$ cat src/rtl/cordic_vec_12b_if.sv
// Vector-in / polar-out handshake bundle for cordic_vec_12b.
// Handshake: a transfer happens on a rising edge where valid && ready; the source holds its data stable while valid && !ready.
interface cordic_vec_12b_if #(
  parameter int WIDTH = 12
);
  logic             in_valid;
  logic             in_ready;
  logic [WIDTH-1:0] x_in;
  logic [WIDTH-1:0] y_in;
  logic             out_valid;
  logic             out_ready;
  logic [WIDTH:0]   mag_out;
  logic [WIDTH-1:0] angle_out;

  modport master (
    output in_valid, x_in, y_in, out_ready,
    input  in_ready, out_valid, mag_out, angle_out
  );

  modport slave (
    input  in_valid, x_in, y_in, out_ready,
    output in_ready, out_valid, mag_out, angle_out
  );
endinterface

$ cat src/rtl/cordic_vec_12b.sv
// Iterative vectoring-mode CORDIC: (x, y) -> (magnitude, atan2 phase), one vector in flight.
// Define CORDIC_GAIN_COMP_EN to add a SCALE step that removes the CORDIC gain from the magnitude.
module cordic_vec_12b #(
  parameter int WIDTH = 12,
  parameter int ITERS = 11
) (
  input  logic              clk,
  input  logic              reset,
  cordic_vec_12b_if.slave   bus,
  output logic [1:0]        dbg_state_o
);
  localparam int XW = WIDTH + 2;
  localparam int IW = $clog2(ITERS + 1);

  localparam logic [1:0] S_IDLE  = 2'd0;
  localparam logic [1:0] S_ITER  = 2'd1;
`ifdef CORDIC_GAIN_COMP_EN
  localparam logic [1:0] S_SCALE = 2'd2;
`endif
  localparam logic [1:0] S_DONE  = 2'd3;

  localparam logic [IW-1:0]    I_LAST = IW'(ITERS - 1);
  localparam logic [WIDTH-1:0] Z_PI2  = WIDTH'(1) << (WIDTH - 2);
  localparam logic [WIDTH-1:0] Z_3PI2 = WIDTH'(3) << (WIDTH - 2);

  logic [1:0]              state_q, state_d;
  logic signed [XW-1:0]    x_q, x_d, y_q, y_d;
  logic [WIDTH-1:0]        z_q, z_d;
  logic [IW-1:0]           i_q, i_d;
  logic                    zero_q, zero_d;
  logic                    out_valid_q, out_valid_d;
  logic [WIDTH:0]          mag_q, mag_d;
  logic [WIDTH-1:0]        angle_q, angle_d;

  logic                    in_ready_w;
  logic signed [XW-1:0]    x_in_s, y_in_s, x_sh, y_sh, x_rot, y_rot;
  logic [WIDTH-1:0]        z_rot, atan_i;
`ifdef CORDIC_GAIN_COMP_EN
  logic signed [XW-1:0]    x_scaled;
`endif

  // atan(2^-i) in angle units of 2^WIDTH per turn
  function automatic logic [WIDTH-1:0] atan_lut(input logic [IW-1:0] k);
    logic [11:0] v;
    case (int'(k))
      0:       v = 12'h200;
      1:       v = 12'h12E;
      2:       v = 12'h0A0;
      3:       v = 12'h051;
      4:       v = 12'h029;
      5:       v = 12'h014;
      6:       v = 12'h00A;
      7:       v = 12'h005;
      8:       v = 12'h003;
      9:       v = 12'h001;
      default: v = 12'h000;
    endcase
    return WIDTH'(v);
  endfunction

  assign x_in_s = {{2{bus.x_in[WIDTH-1]}}, bus.x_in};
  assign y_in_s = {{2{bus.y_in[WIDTH-1]}}, bus.y_in};
  assign x_sh   = x_q >>> i_q;
  assign y_sh   = y_q >>> i_q;
  assign atan_i = atan_lut(i_q);

  // Steer toward y = 0; x and y update simultaneously from the old values
  always_comb begin
    if (!y_q[XW-1]) begin
      x_rot = x_q + y_sh;
      y_rot = y_q - x_sh;
      z_rot = z_q + atan_i;
    end else begin
      x_rot = x_q - y_sh;
      y_rot = y_q + x_sh;
      z_rot = z_q - atan_i;
    end
  end

`ifdef CORDIC_GAIN_COMP_EN
  assign x_scaled = (x_q >>> 1) + (x_q >>> 3) - (x_q >>> 6) - (x_q >>> 9);
`endif

  assign in_ready_w = (state_q == S_IDLE) && !reset;

  always_comb begin
    state_d     = state_q;
    x_d         = x_q;
    y_d         = y_q;
    z_d         = z_q;
    i_d         = i_q;
    zero_d      = zero_q;
    out_valid_d = out_valid_q;
    mag_d       = mag_q;
    angle_d     = angle_q;
    case (state_q)
      S_IDLE: begin
        if (bus.in_valid && in_ready_w) begin
          // Fold the left half-plane into the right so the iterations converge
          if (!bus.x_in[WIDTH-1]) begin
            x_d = x_in_s;
            y_d = y_in_s;
            z_d = '0;
          end else if (!bus.y_in[WIDTH-1]) begin
            x_d = y_in_s;
            y_d = -x_in_s;
            z_d = Z_PI2;
          end else begin
            x_d = -y_in_s;
            y_d = x_in_s;
            z_d = Z_3PI2;
          end
          zero_d  = (bus.x_in == '0) && (bus.y_in == '0);
          i_d     = '0;
          state_d = S_ITER;
        end
      end
      S_ITER: begin
        x_d = x_rot;
        y_d = y_rot;
        z_d = z_rot;
        i_d = i_q + IW'(1);
        if (i_q == I_LAST) begin
`ifdef CORDIC_GAIN_COMP_EN
          state_d = S_SCALE;
`else
          state_d     = S_DONE;
          out_valid_d = 1'b1;
          mag_d       = zero_q ? '0 : x_rot[WIDTH:0];
          angle_d     = zero_q ? '0 : z_rot;
`endif
        end
      end
`ifdef CORDIC_GAIN_COMP_EN
      S_SCALE: begin
        x_d         = x_scaled;
        state_d     = S_DONE;
        out_valid_d = 1'b1;
        mag_d       = zero_q ? '0 : x_scaled[WIDTH:0];
        angle_d     = zero_q ? '0 : z_q;
      end
`endif
      S_DONE: begin
        if (bus.out_ready) begin
          out_valid_d = 1'b0;
          state_d     = S_IDLE;
        end
      end
      default: state_d = S_IDLE;
    endcase
  end

  always_ff @(posedge clk) begin
    if (reset) begin
      state_q     <= S_IDLE;
      x_q         <= '0;
      y_q         <= '0;
      z_q         <= '0;
      i_q         <= '0;
      zero_q      <= 1'b0;
      out_valid_q <= 1'b0;
      mag_q       <= '0;
      angle_q     <= '0;
    end else begin
      state_q     <= state_d;
      x_q         <= x_d;
      y_q         <= y_d;
      z_q         <= z_d;
      i_q         <= i_d;
      zero_q      <= zero_d;
      out_valid_q <= out_valid_d;
      mag_q       <= mag_d;
      angle_q     <= angle_d;
    end
  end

  assign bus.in_ready  = in_ready_w;
  assign bus.out_valid = out_valid_q;
  assign bus.mag_out   = mag_q;
  assign bus.angle_out = angle_q;
  assign dbg_state_o   = state_q;
endmodule
$ cat src/flat_wrapper.sv
// flat-port wrapper written by rule: the top's interface ports become plain ports
module cordic_vec_12b_flat 
#(
  parameter int WIDTH = 12,
  parameter int ITERS = 11
)
  (clk, reset, dbg_state_o, bus_in_valid, bus_x_in, bus_y_in, bus_out_ready, bus_in_ready, bus_out_valid, bus_mag_out, bus_angle_out);
  cordic_vec_12b_if #(.WIDTH(WIDTH)) bus_i ();
  input  logic clk;
  input  logic reset;
  output logic [1:0] dbg_state_o;
  input wire logic [$bits(bus_i.in_valid)-1:0] bus_in_valid;
  input wire logic [$bits(bus_i.x_in)-1:0] bus_x_in;
  input wire logic [$bits(bus_i.y_in)-1:0] bus_y_in;
  input wire logic [$bits(bus_i.out_ready)-1:0] bus_out_ready;
  output wire logic [$bits(bus_i.in_ready)-1:0] bus_in_ready;
  output wire logic [$bits(bus_i.out_valid)-1:0] bus_out_valid;
  output wire logic [$bits(bus_i.mag_out)-1:0] bus_mag_out;
  output wire logic [$bits(bus_i.angle_out)-1:0] bus_angle_out;
  assign bus_i.in_valid = bus_in_valid;
  assign bus_i.x_in = bus_x_in;
  assign bus_i.y_in = bus_y_in;
  assign bus_i.out_ready = bus_out_ready;
  assign bus_in_ready = bus_i.in_ready;
  assign bus_out_valid = bus_i.out_valid;
  assign bus_mag_out = bus_i.mag_out;
  assign bus_angle_out = bus_i.angle_out;
  cordic_vec_12b #(.WIDTH(WIDTH), .ITERS(ITERS)) u_core (.clk(clk), .reset(reset), .bus(bus_i), .dbg_state_o(dbg_state_o));
endmodule
$ cat config.mk
export PLATFORM = sky130hd
export DESIGN_NAME = cordic_vec_12b_flat
export DESIGN_NICKNAME = d
export VERILOG_FILES = /design/src/rtl/cordic_vec_12b_if.sv /design/src/rtl/cordic_vec_12b.sv /design/src/flat_wrapper.sv
export SDC_FILE = /design/constraint.sdc
export NUM_CORES = 1
export LEC_CHECK = 0
export ABC_AREA = 1
export CORE_UTILIZATION = 60
export DETAILED_ROUTE_END_ITERATION = 12
export PLACE_DENSITY = 0.81
export SYNTH_ARGS = -nofsm -noshare
export SYNTH_HDL_FRONTEND = slang
export SYNTH_SLANG_ARGS = --single-unit
$ cat constraint.sdc
create_clock -name clk -period 3.65 [get_ports clk]
set_input_delay 0.5475 -clock clk [delete_from_list [all_inputs] [get_ports clk]]
set_output_delay 0.5475 -clock clk [all_outputs]
set_load 0.01 [all_outputs]
Yosys cells after proc, flatten, opt, wreduce, memory -nomap -nowiden

Memory sizes are Yosys's and may differ from the RTL's. A register that Yosys moved wholly into a read port is not among the register bits.
Index checks and enable logic that the tools add are counted.

Bits in registers: 73
Bits in read-only memories: 160
Input port bits: 28
Logic and storage cells: 69
Memories: 1

Add/sub/neg operators: 9
Eq/ne operators: 6
Shift operators: 2
Multiplexer cells: 28
Reductions and logical operators: 14

Memories:

| name             | words | bits a word | rd ports | clocked after Yosys merged registers in | wr ports | RTL line             | text |
|---|---|---|---|---|---|---|---|
| (name not given) | 16    | 10          | 1        | 1                                       | 0        | cordic_vec_12b.sv:45 | `case (int'(k))` |

Operator list:

| operator                                            | number |
|---|---|
| 2-to-1 mux 14 bit                                   | 8 |
| 2-to-1 mux 12 bit                                   | 5 |
| case mux 14 bit (2 select lines)                    | 2 |
| adder 14 bit                                        | 2 |
| negator 12 -> 14 bit                                | 2 |
| >>> shifter 14 x 4 -> 14 bit                        | 2 |
| subtractor 14 bit                                   | 2 |
| logical NOT 12 bit                                  | 2 |
| case mux 12 bit (2 select lines)                    | 1 |
| 2-to-1 mux 13 bit                                   | 1 |
| adder 12 bit                                        | 1 |
| 2-to-1 mux 4 bit                                    | 3 |
| subtractor 12 bit                                   | 1 |
| case mux 4 bit (2 select lines)                     | 1 |
| 2-to-1 mux 2 bit                                    | 3 |
| case mux 2 bit (3 select lines)                     | 1 |
| AND reduction 2 bit                                 | 3 |
| AND reduction 3 bit                                 | 2 |
| adder 4 x 1 -> 4 bit, second input constant         | 1 |
| equality test 4 bit, second input constant          | 1 |
| inequality test 2 bit, second input constant        | 2 |
| nonzero test 2 bit                                  | 2 |
| logical AND 1 bit                                   | 3 |
| equality test 2 x 1 -> 1 bit, second input constant | 1 |
| other kinds (6)                                     | 7 |

Logic depth before layout (Yosys ltp)

Depth after elaboration: 7
Depth in mapped cells: 30
Mapped depth without buffers: 28

Worst setup path before layout

OpenSTA, ideal clock, no wires.

Path kind: register -> register
Start point: register u_core.i_q[1]
End point: register u_core.x_q[10]
Library setup time: 128 ps
Arrival: 3,058 ps
Data required time: 3,522 ps
Slack: 464 ps
Cell stages (with the launch flop): 22
Period minus slack after synthesis: 3,186 ps
Cells stage by stage: dfxtp_1 -> buf_6 -> inv_2 -> buf_6 -> buf_6 -> nand3_1 -> nand3_1 -> nand3_1 -> nand2_1 -> ha_1 -> nand2_1 -> o21ai_0 -> fa_1 -> o21ai_0 -> a31oi_1 -> nor2_1 -> o21ai_0 -> nand2_1 -> xor2_1 -> nor2_1 -> nor2_1 -> nor2_1

Longest elaborated chain between the ends: 4
Elaborated cells between the ends (all ways): 5

RTL lines:

| element                                                  | RTL line                                   | text |
|---|---|---|
| start, declared                                          | cordic_vec_12b.sv:29                       | `logic [IW-1:0] i_q, i_d;` |
| start signal, assigned                                   | cordic_vec_12b.sv:169                      | `i_q <= i_d;` |
| >>> shifter 14 x 4 -> 14 bit (*)                         | cordic_vec_12b.sv:64                       | `assign y_sh = y_q >>> i_q;` |
| adder 14 bit / subtractor 14 bit (equally long branches) | cordic_vec_12b.sv:70, cordic_vec_12b.sv:74 |  |
| 2-to-1 mux 14 bit (*)                                    | cordic_vec_12b.sv:69                       | `if (!y_q[XW-1]) begin` |
| case mux 14 bit (2 select lines) (*)                     | cordic_vec_12b.sv:96                       | `case (state_q)` |
| end signal, assigned                                     | cordic_vec_12b.sv:156                      | `x_q <= '0;` |
| end signal, assigned                                     | cordic_vec_12b.sv:166                      | `x_q <= x_d;` |
| end, declared                                            | cordic_vec_12b.sv:27                       | `logic signed [XW-1:0] x_q, x_d, y_q, y_d;` |

Every way passes the cells marked *; elsewhere a longest branch is shown, timed or not.
A chain may end at the register's enable or synchronous reset.

Final worst setup path

Start point: register u_core.i_q[0]
End point: register u_core.x_q[12]

The elaborated chain is that of the path after synthesis.

==> impl_results.md <==
- Status: complete, no violations
- DR vias: 8809
- Final hold viol count: 0
- Top_reg_cell synth: dfxtp_1
- Worst hold-check path type: reg -> reg
- Mapped cell area: about 7700 um2
- Hold Buf Count CTS: 0
- Vias in the first global route: around 7300
- Yosys warns: 0
- First-pass GRT wire length: between 30 and 40 mm
- Final net count: approximately 1400
- Post-route DRC violation count: 0
- Setup WS post-layout: ~0.068 ns
- CP Launch Point: u_core.i_q[0]$_SDFFE_PP0P_
- Synthesized Nets: 1325
- Cell mode on critical path: nand2_1
- F_max: ~280 MHz
- CTS Sinks: 83
- RSZ-0062 raised after global routing: true
- Largest net degree at the start of global routing: 55
- Delay-heaviest family, CP: simple AND/OR/NAND/NOR gates
- Async S/R FF share, synth: 0%
- Worst path bufs/invs: 3
- Crit path to: u_core.x_q[12]$_SDFFE_PP0P_
- Number of synthesized register bits: 83
- Worst r2r dst: u_core.x_q[12]$_SDFFE_PP0P_
- Instance count on the critical path: 26
- Most frequent cells in the layout: nand2_1, nand3_1, inv_1
- Tcrit/Tclk final: between 90% and 100%
- Crit Path Class: reg -> reg
- Final min period: between 3 and 4 ns
- Cts bufs inserted: 9
- CTS tree: built
- CP max FO: 5
- Max-slew violation count: 0
- Maxcap violations: 0
- Top-Level Pins: 57
- Htree depth: 3
- Worst Reg-to-Reg Cells: 26
- Crit path max-delay cell type: dfxtp_4
- Die area: about 13000 um2
- Footprint of the multi-input gates: ~5700 um2
- Power per cell area: 523 nW/um2
- Initial antenna violation count: 0
- Distinct cells, synth: a little over 50
- Slew HR: a little under three fifths
- Antenna diodes: 0
- Avg WL per Cell: ~16 um
- CP Launch Type: register
- Routability-driven placement congestion ratio: ~1
- EDFF count, synth: 0
- Crit path DAT: a little under 4 ns
- Num rows: 41
- Clk buf depth: 2
- Total Power: 4.94 mW
- R2R Path Start: u_core.i_q[0]$_SDFFE_PP0P_
- R2r setup slk: about 0.07 ns
- DRT antenna net count: 0
- Core Area: between 10000 and 15000 um2
- Final setup viols: 0
- Filler cells: about 1000
- Clock Skews: 0.00945 ns
- Crit. End Element: register
- Die Ht: 115 um
- Pre-CTS WS: ~0.021 ns
- Area Overhead vs Synth: 22.4%
- Required @ worst endpoint: a little under 4 ns
- First-pass iteration count of the detailed router: 5
- Worst skew pair latency: about 0.35 ns
- DR iter-0 viols: about 1100
- Register Area: 1670 um2
- Port bufs: 56
- Slew @ Worst Pin: around 0.65 ns
- Syn Inst Count: roughly 1200
- Fraction of layout cells with a size suffix above 1: 15.6%
- Root buffer cell: clkbuf_16
- Grt ovf: 0
- Initial core utilization: 61.4%
- Worst-path clk slew: approximately 0.070 ns
- Number of vias per cell: around 5.9
- Post-DP HPWL: 17.3 mm
- Sequential area share after synthesis: between 20% and 30%
- Final wirelength: about 24 mm
- Die X: around 120 um
- Max IR drop VDD: ~520 uV
- Setup TNS: 0 ns
- Commonest non-fill, non-tap cell in the layout: nand2_1
- Total track usage: between 30% and 40%
- CP peak stage delay: between 0.3 and 0.4 ns
- Leak: 4.44 nW
- Mean Syn Cell Area: approximately 6.2 um2
metrics by stage:
stage          cell area, um2  hold WS [ns]  utilization, %  std cells
6_report                 9440         0.463            75.1       1489
5_1_grt                  9440         0.476            75.1       1489
4_1_cts                  8740         0.464            69.5       1463
3_5_place_dp             8430         0.454            67.0       1447
3_3_place_gp             8430         0.449            67.0       1447
2_1_floorplan            7710         0.441               -       1245
worst min path at each step:
| stage | to | from | cells after the start | slack, ns |
|---|---|---|---|---|
| floorplan | u_core.z_q[0]$_SDFFE_PP0P_ | u_core.z_q[0]$_SDFFE_PP0P_ | 2 | 0.44 |
| global placement | u_core.z_q[0]$_SDFFE_PP0P_ | u_core.z_q[0]$_SDFFE_PP0P_ | 2 | 0.45 |
| detailed placement | u_core.z_q[0]$_SDFFE_PP0P_ | u_core.z_q[0]$_SDFFE_PP0P_ | 2 | 0.45 |
| CTS | u_core.z_q[0]$_SDFFE_PP0P_ | u_core.z_q[0]$_SDFFE_PP0P_ | 2 | 0.46 |
| global route | u_core.bus.mag_out[1]$_SDFFE_PP0P_ | u_core.bus.mag_out[1]$_SDFFE_PP0P_ | 2 | 0.48 |
| finish | u_core.bus.mag_out[9]$_SDFFE_PP0P_ | u_core.bus.mag_out[9]$_SDFFE_PP0P_ | 2 | 0.46 |
worst register-to-register path: cells and delay by family, from the launching register on:
| family | cells | cell delay (ns) |
|---|---|---|
| compound gates | 3 | 0.32 |
| simple gates | 19 | 2.04 |
| flops | 1 | 0.39 |
| buf+inv | 3 | 0.38 |
| fa+ha+maj | 1 | 0.37 |
repair_timing:
action                                  in CTS  in global routing
gates cloned                                 0                  3
gates resized for setup                      1                124
endpoints found under the setup margin       1                 16
buffers inserted                             0                 23
pin swaps                                    0                 58
cells by family (layout without fill, tap and decap cells):
group	count (synthesis)	in the layout	synth area share (%)
AND/OR/NAND/NOR	642	642	36.8
AO/OA/AOI/OAI	233	233	17.3
buffers and inverters	190	262	10.4
flip-flops	83	83	21.5
adder cells (fa/ha/maj)	52	52	8.73
XOR/XNOR	45	45	5.11
area by class of cell:
| class | count | share of cell area, % |
|---|---|---|
| Timing Repair inverter | 2 | 0.265 |
| Clock buffer | 10 | 2.53 |
| Tap cell | 172 | 2.28 |
| Sequential cell | 83 | 17.7 |
| Multi-Input combinational cell | 972 | 60.2 |
| Inverter | 133 | 5.42 |
| Clock inverter | 6 | 0.769 |
| Timing Repair Buffer | 111 | 10.8 |
flip-flops by register name (all words and copies together) (netlist names):
register              flops
u_core.bus.angle_out     12
u_core.z_q               12
u_core.bus.out_valid      1
u_core.y_q               14
u_core.bus.mag_out       13
u_core.atan_i            10
u_core.i_q                4
u_core.x_q               14
u_core.dbg_state_o        2
u_core.zero_q             1
where the power goes:
group / internal (mW) / leakage [nW] / total [mW] / switching, mW
Sequential: 0.972 / 0.678 / 1.08 / 0.112
Combinational: 1.15 / 3.61 / 2.89 / 1.74
Clock: 0.555 / 0.149 / 0.959 / 0.404
Total: 2.68 / 4.44 / 4.94 / 2.26
routing by layer:
metal | part of all wire (%) | track usage (%) | vias up
li1 | - | - | 4290
met1 | 44 | 49.4 | 4012
met2 | 45 | 53.6 | 435
met3 | 8.4 | 5.85 | 72
met4 | 2.7 | 9.35 | 0
met5 | 0 | 0 | -
cells in the mapped netlist (all sizes together), types with 8 or more instances:
| master | instances | share of area [%] |
|---|---|---|
| a21oi | 107 | 7.0 |
| a31oi | 8 | 0.65 |
| buf | 27 | 2.4 |
| clkbuf | 30 | 1.5 |
| dfxtp | 83 | 22 |
| ha | 49 | 8.0 |
| inv | 133 | 6.5 |
| nand2 | 340 | 17 |
| nand3 | 177 | 12 |
| nand4 | 10 | 0.89 |
| nor2 | 81 | 4.2 |
| nor3 | 17 | 1.2 |
| o211ai | 18 | 1.8 |
| o21ai | 63 | 4.1 |
| or2 | 12 | 0.97 |
| xnor2 | 18 | 2.0 |
| xor2 | 27 | 3.1 |
Note: power is estimated with default switching activity, not from simulation.
